<file path="src/rtl/execute_mul_result_buffer_pkg.sv">
//------------------------------------------------------------------------------
// Module   : execute_mul_result_buffer_pkg
// Purpose  : Shared flag indices and buffer entry layout for the MUL result stage.
// Revision : 1.0 - initial release
//------------------------------------------------------------------------------
`default_nettype none

package execute_mul_result_buffer_pkg;

  localparam int FLAG_SF = 4;
  localparam int FLAG_OF = 3;
  localparam int FLAG_CF = 2;
  localparam int FLAG_PF = 1;
  localparam int FLAG_ZF = 0;

  typedef struct packed {
    logic [31:0] data;
    logic [4:0]  flags;
    logic        flags_write;
    logic        writeback;
    logic [4:0]  dest;
  } mul_entry_t;

endpackage

`default_nettype wire

</file>
<file path="src/rtl/execute_mul_result_buffer_if.sv">
//------------------------------------------------------------------------------
// Module   : execute_mul_result_buffer_if
// Purpose  : Upstream (multiplier) and downstream (writeback) handshake bundle.
// Revision : 1.0 - initial release
//------------------------------------------------------------------------------
`default_nettype none

interface execute_mul_result_buffer_if;

  logic        iPREV_VALID;
  logic        oPREV_BUSY;
  logic [31:0] iPREV_DATA;
  logic [4:0]  iPREV_FLAGS;
  logic        iPREV_FLAGS_WRITE;
  logic        iPREV_WRITEBACK;
  logic [4:0]  iPREV_DESTINATION;

  logic        oNEXT_VALID;
  logic        iNEXT_BUSY;
  logic [31:0] oNEXT_DATA;
  logic        oNEXT_WRITEBACK;
  logic [4:0]  oNEXT_DESTINATION;

  modport master (
    output iPREV_VALID, iPREV_DATA, iPREV_FLAGS, iPREV_FLAGS_WRITE,
           iPREV_WRITEBACK, iPREV_DESTINATION, iNEXT_BUSY,
    input  oPREV_BUSY, oNEXT_VALID, oNEXT_DATA, oNEXT_WRITEBACK, oNEXT_DESTINATION
  );

  modport slave (
    input  iPREV_VALID, iPREV_DATA, iPREV_FLAGS, iPREV_FLAGS_WRITE,
           iPREV_WRITEBACK, iPREV_DESTINATION, iNEXT_BUSY,
    output oPREV_BUSY, oNEXT_VALID, oNEXT_DATA, oNEXT_WRITEBACK, oNEXT_DESTINATION
  );

endinterface

`default_nettype wire

</file>
<file path="src/rtl/execute_mul_result_fifo.sv">
//------------------------------------------------------------------------------
// Module   : execute_mul_result_fifo
// Purpose  : In-order entry FIFO with occupancy count and pending flag-write OR.
// Revision : 1.0 - initial release
//------------------------------------------------------------------------------
`default_nettype none

module execute_mul_result_fifo
  import execute_mul_result_buffer_pkg::*;
#(
  parameter int P_DEPTH   = 2,
  parameter int P_DEPTH_N = 1
) (
  input  wire             clk,
  input  wire             rst_n,
  input  wire             i_clear,
  input  wire             i_push,
  input  wire             i_pop,
  input  wire mul_entry_t i_wr_entry,
  output mul_entry_t      o_head,
  output logic            o_full,
  output logic            o_empty,
  output logic            o_flags_write_any
);

  localparam int PTR_W = P_DEPTH_N;
  localparam int CNT_W = P_DEPTH_N + 1;

  mul_entry_t [P_DEPTH-1:0] mem_q, mem_d;
  logic [PTR_W-1:0]         wr_ptr_q, wr_ptr_d;
  logic [PTR_W-1:0]         rd_ptr_q, rd_ptr_d;
  logic [CNT_W-1:0]         count_q, count_d;
  logic [P_DEPTH-1:0]       slot_fw;

  always_comb begin
    mem_d    = mem_q;
    wr_ptr_d = wr_ptr_q;
    rd_ptr_d = rd_ptr_q;
    count_d  = count_q;
    if (i_clear) begin
      wr_ptr_d = '0;
      rd_ptr_d = '0;
      count_d  = '0;
    end else begin
      if (i_push) begin
        mem_d[wr_ptr_q] = i_wr_entry;
        wr_ptr_d        = wr_ptr_q + PTR_W'(1);
      end
      if (i_pop) begin
        rd_ptr_d = rd_ptr_q + PTR_W'(1);
      end
      case ({i_push, i_pop})
        2'b10:   count_d = count_q + CNT_W'(1);
        2'b01:   count_d = count_q - CNT_W'(1);
        default: count_d = count_q;
      endcase
    end
  end

  always_ff @(posedge clk or negedge rst_n) begin
    if (!rst_n) begin
      mem_q    <= '0;
      wr_ptr_q <= '0;
      rd_ptr_q <= '0;
      count_q  <= '0;
    end else begin
      mem_q    <= mem_d;
      wr_ptr_q <= wr_ptr_d;
      rd_ptr_q <= rd_ptr_d;
      count_q  <= count_d;
    end
  end

  // A slot is occupied when its distance from the read pointer is below count.
  for (genvar gi = 0; gi < P_DEPTH; gi++) begin : g_occupancy
    logic [PTR_W-1:0] offset;
    assign offset      = PTR_W'(gi) - rd_ptr_q;
    assign slot_fw[gi] = mem_q[gi].flags_write && ({1'b0, offset} < count_q);
  end

  assign o_head            = mem_q[rd_ptr_q];
  assign o_full            = (count_q == CNT_W'(P_DEPTH));
  assign o_empty           = (count_q == '0);
  assign o_flags_write_any = |slot_fw;

endmodule

`default_nettype wire

</file>
<file path="src/rtl/execute_mul_result_buffer.sv">
//------------------------------------------------------------------------------
// Module   : execute_mul_result_buffer
// Purpose  : Buffers multiplier results for writeback and owns the flag register.
// Revision : 1.0 - initial release
//------------------------------------------------------------------------------
`default_nettype none

module execute_mul_result_buffer
  import execute_mul_result_buffer_pkg::*;
#(
  parameter int P_DEPTH   = 2,
  parameter int P_DEPTH_N = 1
) (
  input  wire                          iCLOCK,
  input  wire                          inRESET,
  input  wire                          iRESET_SYNC,
  input  wire                          iFLUSH,
  execute_mul_result_buffer_if.slave   bus,
  output logic [4:0]                   oFLAGS_REG,
  output logic                         oFLAGS_PENDING
);

  mul_entry_t wr_entry;
  mul_entry_t head;
  logic       fifo_full;
  logic       fifo_empty;
  logic       fw_any;
  logic       clear;
  logic       push;
  logic       pop;
  logic [4:0] flags_q, flags_d;

  assign wr_entry.data        = bus.iPREV_DATA;
  assign wr_entry.flags       = bus.iPREV_FLAGS;
  assign wr_entry.flags_write = bus.iPREV_FLAGS_WRITE;
  assign wr_entry.writeback   = bus.iPREV_WRITEBACK;
  assign wr_entry.dest        = bus.iPREV_DESTINATION;

  // Flush/sync-clear win over any concurrent push or commit.
  assign clear = iRESET_SYNC | iFLUSH;
  assign push  = bus.iPREV_VALID & ~fifo_full & ~clear;
  assign pop   = ~fifo_empty & ~bus.iNEXT_BUSY & ~clear;

  execute_mul_result_fifo #(
    .P_DEPTH   (P_DEPTH),
    .P_DEPTH_N (P_DEPTH_N)
  ) u_fifo (
    .clk               (iCLOCK),
    .rst_n             (inRESET),
    .i_clear           (clear),
    .i_push            (push),
    .i_pop             (pop),
    .i_wr_entry        (wr_entry),
    .o_head            (head),
    .o_full            (fifo_full),
    .o_empty           (fifo_empty),
    .o_flags_write_any (fw_any)
  );

  always_comb begin
    flags_d = flags_q;
    if (iRESET_SYNC) begin
      flags_d = '0;
    end else if (pop && head.flags_write) begin
      flags_d = head.flags;
    end
  end

  always_ff @(posedge iCLOCK or negedge inRESET) begin
    if (!inRESET) begin
      flags_q <= '0;
    end else begin
      flags_q <= flags_d;
    end
  end

  assign bus.oPREV_BUSY        = fifo_full;
  assign bus.oNEXT_VALID       = ~fifo_empty;
  assign bus.oNEXT_DATA        = head.data;
  assign bus.oNEXT_WRITEBACK   = head.writeback;
  assign bus.oNEXT_DESTINATION = head.dest;
  assign oFLAGS_REG            = flags_q;
  assign oFLAGS_PENDING        = fw_any;

endmodule

`default_nettype wire
</file>
<file path="src/flat_wrapper.sv">
// flat-port wrapper written by rule: the top's interface ports become plain ports
module execute_mul_result_buffer_flat import execute_mul_result_buffer_pkg::*;
#(
  parameter int P_DEPTH   = 2,
  parameter int P_DEPTH_N = 1
)
  (iCLOCK, inRESET, iRESET_SYNC, iFLUSH, oFLAGS_REG, oFLAGS_PENDING, bus_iPREV_VALID, bus_iPREV_DATA, bus_iPREV_FLAGS, bus_iPREV_FLAGS_WRITE, bus_iPREV_WRITEBACK, bus_iPREV_DESTINATION, bus_iNEXT_BUSY, bus_oPREV_BUSY, bus_oNEXT_VALID, bus_oNEXT_DATA, bus_oNEXT_WRITEBACK, bus_oNEXT_DESTINATION);
  execute_mul_result_buffer_if bus_i ();
  input  wire iCLOCK;
  input  wire inRESET;
  input  wire iRESET_SYNC;
  input  wire iFLUSH;
  output logic [4:0] oFLAGS_REG;
  output logic oFLAGS_PENDING;
  input wire logic [$bits(bus_i.iPREV_VALID)-1:0] bus_iPREV_VALID;
  input wire logic [$bits(bus_i.iPREV_DATA)-1:0] bus_iPREV_DATA;
  input wire logic [$bits(bus_i.iPREV_FLAGS)-1:0] bus_iPREV_FLAGS;
  input wire logic [$bits(bus_i.iPREV_FLAGS_WRITE)-1:0] bus_iPREV_FLAGS_WRITE;
  input wire logic [$bits(bus_i.iPREV_WRITEBACK)-1:0] bus_iPREV_WRITEBACK;
  input wire logic [$bits(bus_i.iPREV_DESTINATION)-1:0] bus_iPREV_DESTINATION;
  input wire logic [$bits(bus_i.iNEXT_BUSY)-1:0] bus_iNEXT_BUSY;
  output wire logic [$bits(bus_i.oPREV_BUSY)-1:0] bus_oPREV_BUSY;
  output wire logic [$bits(bus_i.oNEXT_VALID)-1:0] bus_oNEXT_VALID;
  output wire logic [$bits(bus_i.oNEXT_DATA)-1:0] bus_oNEXT_DATA;
  output wire logic [$bits(bus_i.oNEXT_WRITEBACK)-1:0] bus_oNEXT_WRITEBACK;
  output wire logic [$bits(bus_i.oNEXT_DESTINATION)-1:0] bus_oNEXT_DESTINATION;
  assign bus_i.iPREV_VALID = bus_iPREV_VALID;
  assign bus_i.iPREV_DATA = bus_iPREV_DATA;
  assign bus_i.iPREV_FLAGS = bus_iPREV_FLAGS;
  assign bus_i.iPREV_FLAGS_WRITE = bus_iPREV_FLAGS_WRITE;
  assign bus_i.iPREV_WRITEBACK = bus_iPREV_WRITEBACK;
  assign bus_i.iPREV_DESTINATION = bus_iPREV_DESTINATION;
  assign bus_i.iNEXT_BUSY = bus_iNEXT_BUSY;
  assign bus_oPREV_BUSY = bus_i.oPREV_BUSY;
  assign bus_oNEXT_VALID = bus_i.oNEXT_VALID;
  assign bus_oNEXT_DATA = bus_i.oNEXT_DATA;
  assign bus_oNEXT_WRITEBACK = bus_i.oNEXT_WRITEBACK;
  assign bus_oNEXT_DESTINATION = bus_i.oNEXT_DESTINATION;
  execute_mul_result_buffer #(.P_DEPTH(P_DEPTH), .P_DEPTH_N(P_DEPTH_N)) u_core (.iCLOCK(iCLOCK), .inRESET(inRESET), .iRESET_SYNC(iRESET_SYNC), .iFLUSH(iFLUSH), .bus(bus_i), .oFLAGS_REG(oFLAGS_REG), .oFLAGS_PENDING(oFLAGS_PENDING));
endmodule
</file>
<file path="config.mk">
export PLATFORM = sky130hd
export DESIGN_NAME = execute_mul_result_buffer_flat
export DESIGN_NICKNAME = d
export VERILOG_FILES = /design/src/rtl/execute_mul_result_buffer_pkg.sv /design/src/rtl/execute_mul_result_buffer_if.sv /design/src/rtl/execute_mul_result_fifo.sv /design/src/rtl/execute_mul_result_buffer.sv /design/src/flat_wrapper.sv
export SDC_FILE = /design/constraint.sdc
export NUM_CORES = 1
export LEC_CHECK = 0
export CORE_UTILIZATION = 46
export CTS_CLUSTER_DIAMETER = 50
export CTS_CLUSTER_SIZE = 8
export DETAILED_ROUTE_END_ITERATION = 8
export GPL_ROUTABILITY_DRIVEN = 0
export GPL_TIMING_DRIVEN = 0
export MAX_ROUTING_LAYER = met4
export PLACE_DENSITY_LB_ADDON = 0.2
export SYNTH_ARGS = -nofsm -noshare
export SYNTH_HDL_FRONTEND = slang
export SYNTH_SLANG_ARGS = --single-unit
</file>
<file path="constraint.sdc">
create_clock -name iCLOCK -period 3.2 [get_ports iCLOCK]
set_input_delay 0.64 -clock iCLOCK [delete_from_list [all_inputs] [get_ports iCLOCK]]
set_output_delay 0.64 -clock iCLOCK [all_outputs]
set_load 0.05 [all_outputs]
</file>
==> flow_results.org <==
** Setup path
- The critical path contains buffers and inverters numbering 4 combined.
- Gate family responsible for the most delay along the worst path :: buffers and inverters
- STA classifies the critical path startpoint as a register.
- The critical path starts at u_core.u_fifo.rd_ptr_q.
- Maximum cell stage delay along the critical path :: 430 ps
- The worst register-to-register path has a depth of 4.
- Walking the worst path, the cells encountered are clkbuf_1 -> clkbuf_1 -> buf_4 -> mux2_2 -> dlygate4sd2_1.
- The setup path with the least slack is of type reg -> out.
- CP max stage cell :: sky130_fd_sc_hd__dlygate4sd2_1
- The worst register-to-register path ends at u_core.u_fifo.mem_q[83].
- Data required, critical path :: 2560 ps
- Largest fanout on the critical path :: 10
- Setup slack, reg-to-reg :: 1240 ps
- In this design, the critical path's most frequently occurring cell is sky130_fd_sc_hd__clkbuf_1.
- Data arrival time at the worst-slack endpoint :: 2340 ps
- Critical path depth :: 5
- Worst setup path end :: bus_oNEXT_DATA[13]
- In this run the critical register-to-register path is launched from u_core.u_fifo.count_q[0].
- Critical Path Sink Type :: primary output

** Logic synthesis
- Commonest cells post-synth :: sky130_fd_sc_hd__dfrtp_1 (97), sky130_fd_sc_hd__mux2_2 (87), sky130_fd_sc_hd__mux2_4 (40)
- Post-synthesis cell area :: 4420 um2
- Post-synthesis area per instance :: 15.3 um2
- Count of flip-flops with a built-in enable after synthesis :: 0
- Of the post-synthesis cell area, the dominant cell type holds 55.0%.
- The cell count after synthesis came out at 288.
- The number of nets handed over by synthesis was 339.
- The most used flip-flop cell after synthesis is sky130_fd_sc_hd__dfrtp_1.
- Share of flip-flops with an asynchronous set or reset :: 100%
- Most frequently used cell type in the post-synthesis netlist :: sky130_fd_sc_hd__dfrtp_1
- Seq/Total Area, Yosys :: 55.0%
- The synthesized design contains 97 register bits.
- Number of synthesis warnings :: 0
- Synth area leader :: sky130_fd_sc_hd__dfrtp_1
- Most area-consuming cells after synthesis :: sky130_fd_sc_hd__dfrtp_1 (55%), sky130_fd_sc_hd__mux2_2 (22%), sky130_fd_sc_hd__mux2_4 (14%), sky130_fd_sc_hd__buf_6 (1.3%), sky130_fd_sc_hd__a221oi_1 (0.99%)
- Count of different cell masters after synthesis :: 29

** Clocking
- After clock tree synthesis, the setup repair step added 0 buffers.
- The clock tree synthesis step divided the H-tree into 3 levels.
- Maximum buffer depth of the clock tree :: 2
- Clock-pin slew was measured on the worst setup and hold paths at 100 ps.
- Post-CTS repair changed the size of 15 cells.
- CTS tree :: yes
- Clock latency on the worst-skew pair, taken at its later pin, is 360 ps.
- The tree is rooted in a sky130_fd_sc_hd__clkbuf_8.
- Count of clock tree sinks :: 97
- After clock tree synthesis, the flow added hold-fix buffers numbering 0.
- Number of buffers created by CTS :: 9

** STA
- Setup_tns :: 0 ps
- For the pin with the worst max-slew slack, the measured transition is 533 ps.
- Maximum frequency from static timing analysis :: 335 MHz
- Number of max-slew violations in the final report :: 0
- Minimum period implied by the final worst setup slack :: 2980 ps
- Clock tree skew after final layout :: 11.6 ps
- Count of final hold-check violations :: 0
- On the final layout, the worst hold slack is 238 ps.
- The worst pin sits at a relative slew slack of 64.4%.
- Setup repair after global routing left no endpoint under its margin.
- Setup violations remaining at the end of the flow were counted as 0.
- Final Cycle Share :: 93.2%

** Global route
- Global routing finished with a remaining overflow of 0.
- The initial antenna violation count came to 0.
- Via count of the first global-routing pass :: 2834
- Entering global routing, the biggest net connects 61 pins.
- Combined global-route utilization of all metal layers :: 20.0%
- The first global-routing pass estimated 14.7 mm of wire.

** Detailed routing
- Dividing the detail-routed via count by the number of cells gives 5.08.
- Count of antenna-violating nets left after detailed routing :: 0
- Via Count :: 2687
- Post-route DRC violation count :: 0
- TritonRoute pass-1 iters :: 4
- Iteration-0 DRC Markers :: 36
- In the final routed layout, each cell accounts on average for 17.0 um.
- The final layout contains routed wiring with a total length of 8.99 mm.

** Floorplanning
- Chip Width :: 100 um
- The die is 100 um tall.
- Core Area :: 9280 um2
- Cell row count :: 35
- Die Area :: 10000 um2
- Starting utilization of the core area :: 47.6%
- Pin placement for this block handled 96 I/O pins.

** Layout
- After the flow finishes, the layout carries non-filler instances totaling 529.
- Of the cells placed in the final design, the portion with a size suffix greater than 1 is 40.5%.
- Compared with the post-synthesis result, the final layout area differs by 30.6%.
- Final net count :: 446
- The number of antenna diodes in the final layout is 0.
- After routing the design area is 5770 um2.

** Power
- Sequential power share :: 44.2%
- Internal power :: 2.43 mW
- Switching portion of total power :: 31.8%
- Pwr per Cell Area :: 619 nW/um2
- Total Power :: 3.57 mW
- Part of the total power dissipated in combinational logic :: 31.2%
- IR analysis of the VDD net gives a maximum drop of 0.317 mV.
- Leakage power :: 2.64 nW
- Clock power share :: 24.7%
- Net switching power of the design :: 1.14 mW

** Place
- Once placement completed, the tool counted placed cells totaling 513.
- In this run the tool buffered the top-level ports with 95 buffer cells.
- Summing all placed instances gives a cell area of 5550 um2.
- Detailed placement ended at an HPWL of 6.17 mm.

** Min path
- The worst hold path belongs to the class in -> async.

** Status
- The flow ran to the end, and the final reports show no timing, DRC or antenna violations.

** Job
- Number of max-cap violations :: 0
-- state kept, by name, indices dropped and copies added, names as in the netlist --
name / count
u_core.u_fifo.count_q: 2
u_core.oFLAGS_REG: 5
u_core.u_fifo.wr_ptr_q: 1
u_core.u_fifo.rd_ptr_q: 1
u_core.u_fifo.mem_q: 88
-- cell type report --
type / instances / area, um2
clock buffer: 10 / 128
inverter: 8 / 30.0
tap: 129 / 161
buffer: 16 / 111
multi-input combinational: 167 / 1850
clock inverter: 6 / 91.3
sequential: 97 / 2430
timing repair buffer: 96 / 963
fill: 747 / 3520
-- cell families (layout without fill, tap and decap cells) --
logic type | after synthesis | count (layout) | synth area share [%]
adders and majority gates | 1 | 1 | 0.283
muxes | 127 | 127 | 35.8
xor gates and xnor gates | 3 | 3 | 0.595
AOI/OAI and AO/OA | 16 | 16 | 2.61
and+or+nand+nor | 20 | 20 | 2.72
buffers and inverters | 24 | 136 | 3.03
DFF | 97 | 97 | 55.0
-- per-stage QoR --
stage | utilization (%) | setup slack, ps
2_1_floorplan | - | 958
3_3_place_gp | 59.5 | -2100
3_5_place_dp | 59.8 | -79.3
4_1_cts | 62.1 | 187
5_1_grt | 62.1 | 76.7
6_report | 62.1 | 218
-- worst register-to-register path: stages, from the launching register on --
cell	delay [ps]
sky130_fd_sc_hd__dfrtp_1	450
sky130_fd_sc_hd__or2b_1	280
sky130_fd_sc_hd__nand4_1	360
sky130_fd_sc_hd__buf_2	370
sky130_fd_sc_hd__mux2_2	380
-- worst min path at each step --
stage | startpoint | to | depth (start not counted)
after global placement | u_core.u_fifo.mem_q[53] | u_core.u_fifo.mem_q[53] | 1
after detailed placement | u_core.u_fifo.mem_q[70] | u_core.u_fifo.mem_q[70] | 1
final | inRESET | u_core.oFLAGS_REG[0] | 1
after floorplan | inRESET | u_core.oFLAGS_REG[0] | 0
after global routing | inRESET | u_core.u_fifo.mem_q[54] | 1
after CTS | inRESET | u_core.oFLAGS_REG[0] | 1
-- power groups by stage --
stage          sequential [mW]  combinational [mW]  clock (mW)
6_report                  1.58                1.11       0.880
2_1_floorplan             1.56               0.800           0
3_5_place_dp              1.59                1.14           0
4_1_cts                   1.57                1.12       0.908
3_3_place_gp              1.58                1.12           0
5_1_grt                   1.61                1.17       0.953
-- routing by layer --
metal  wire length, um  share of wire, %  track usage [%]  up-vias
met1              4220                47             26.4     1370
met3               368               4.1             4.18       11
li1                  -                 -                -     1245
met5                 0                 0                -        -
met2              4290                48             31.0       61
met4               102               1.1             6.47        0
-- placed cells by master (no fill, tap or decap), drive strengths merged, types with 3 or more instances in the layout --
cell	Yosys	final
nand3b	4	4
clkdlybuf4s50	0	84
o31ai	4	4
buf	12	14
a221oi	5	5
dfrtp	97	97
clkinv	0	3
clkbuf	4	14
dlygate4sd2	0	10
nand2	3	3
mux2	127	127
nor2	4	4
inv	8	9
o21ai	3	3
Note: power is estimated with default switching activity, not from simulation.
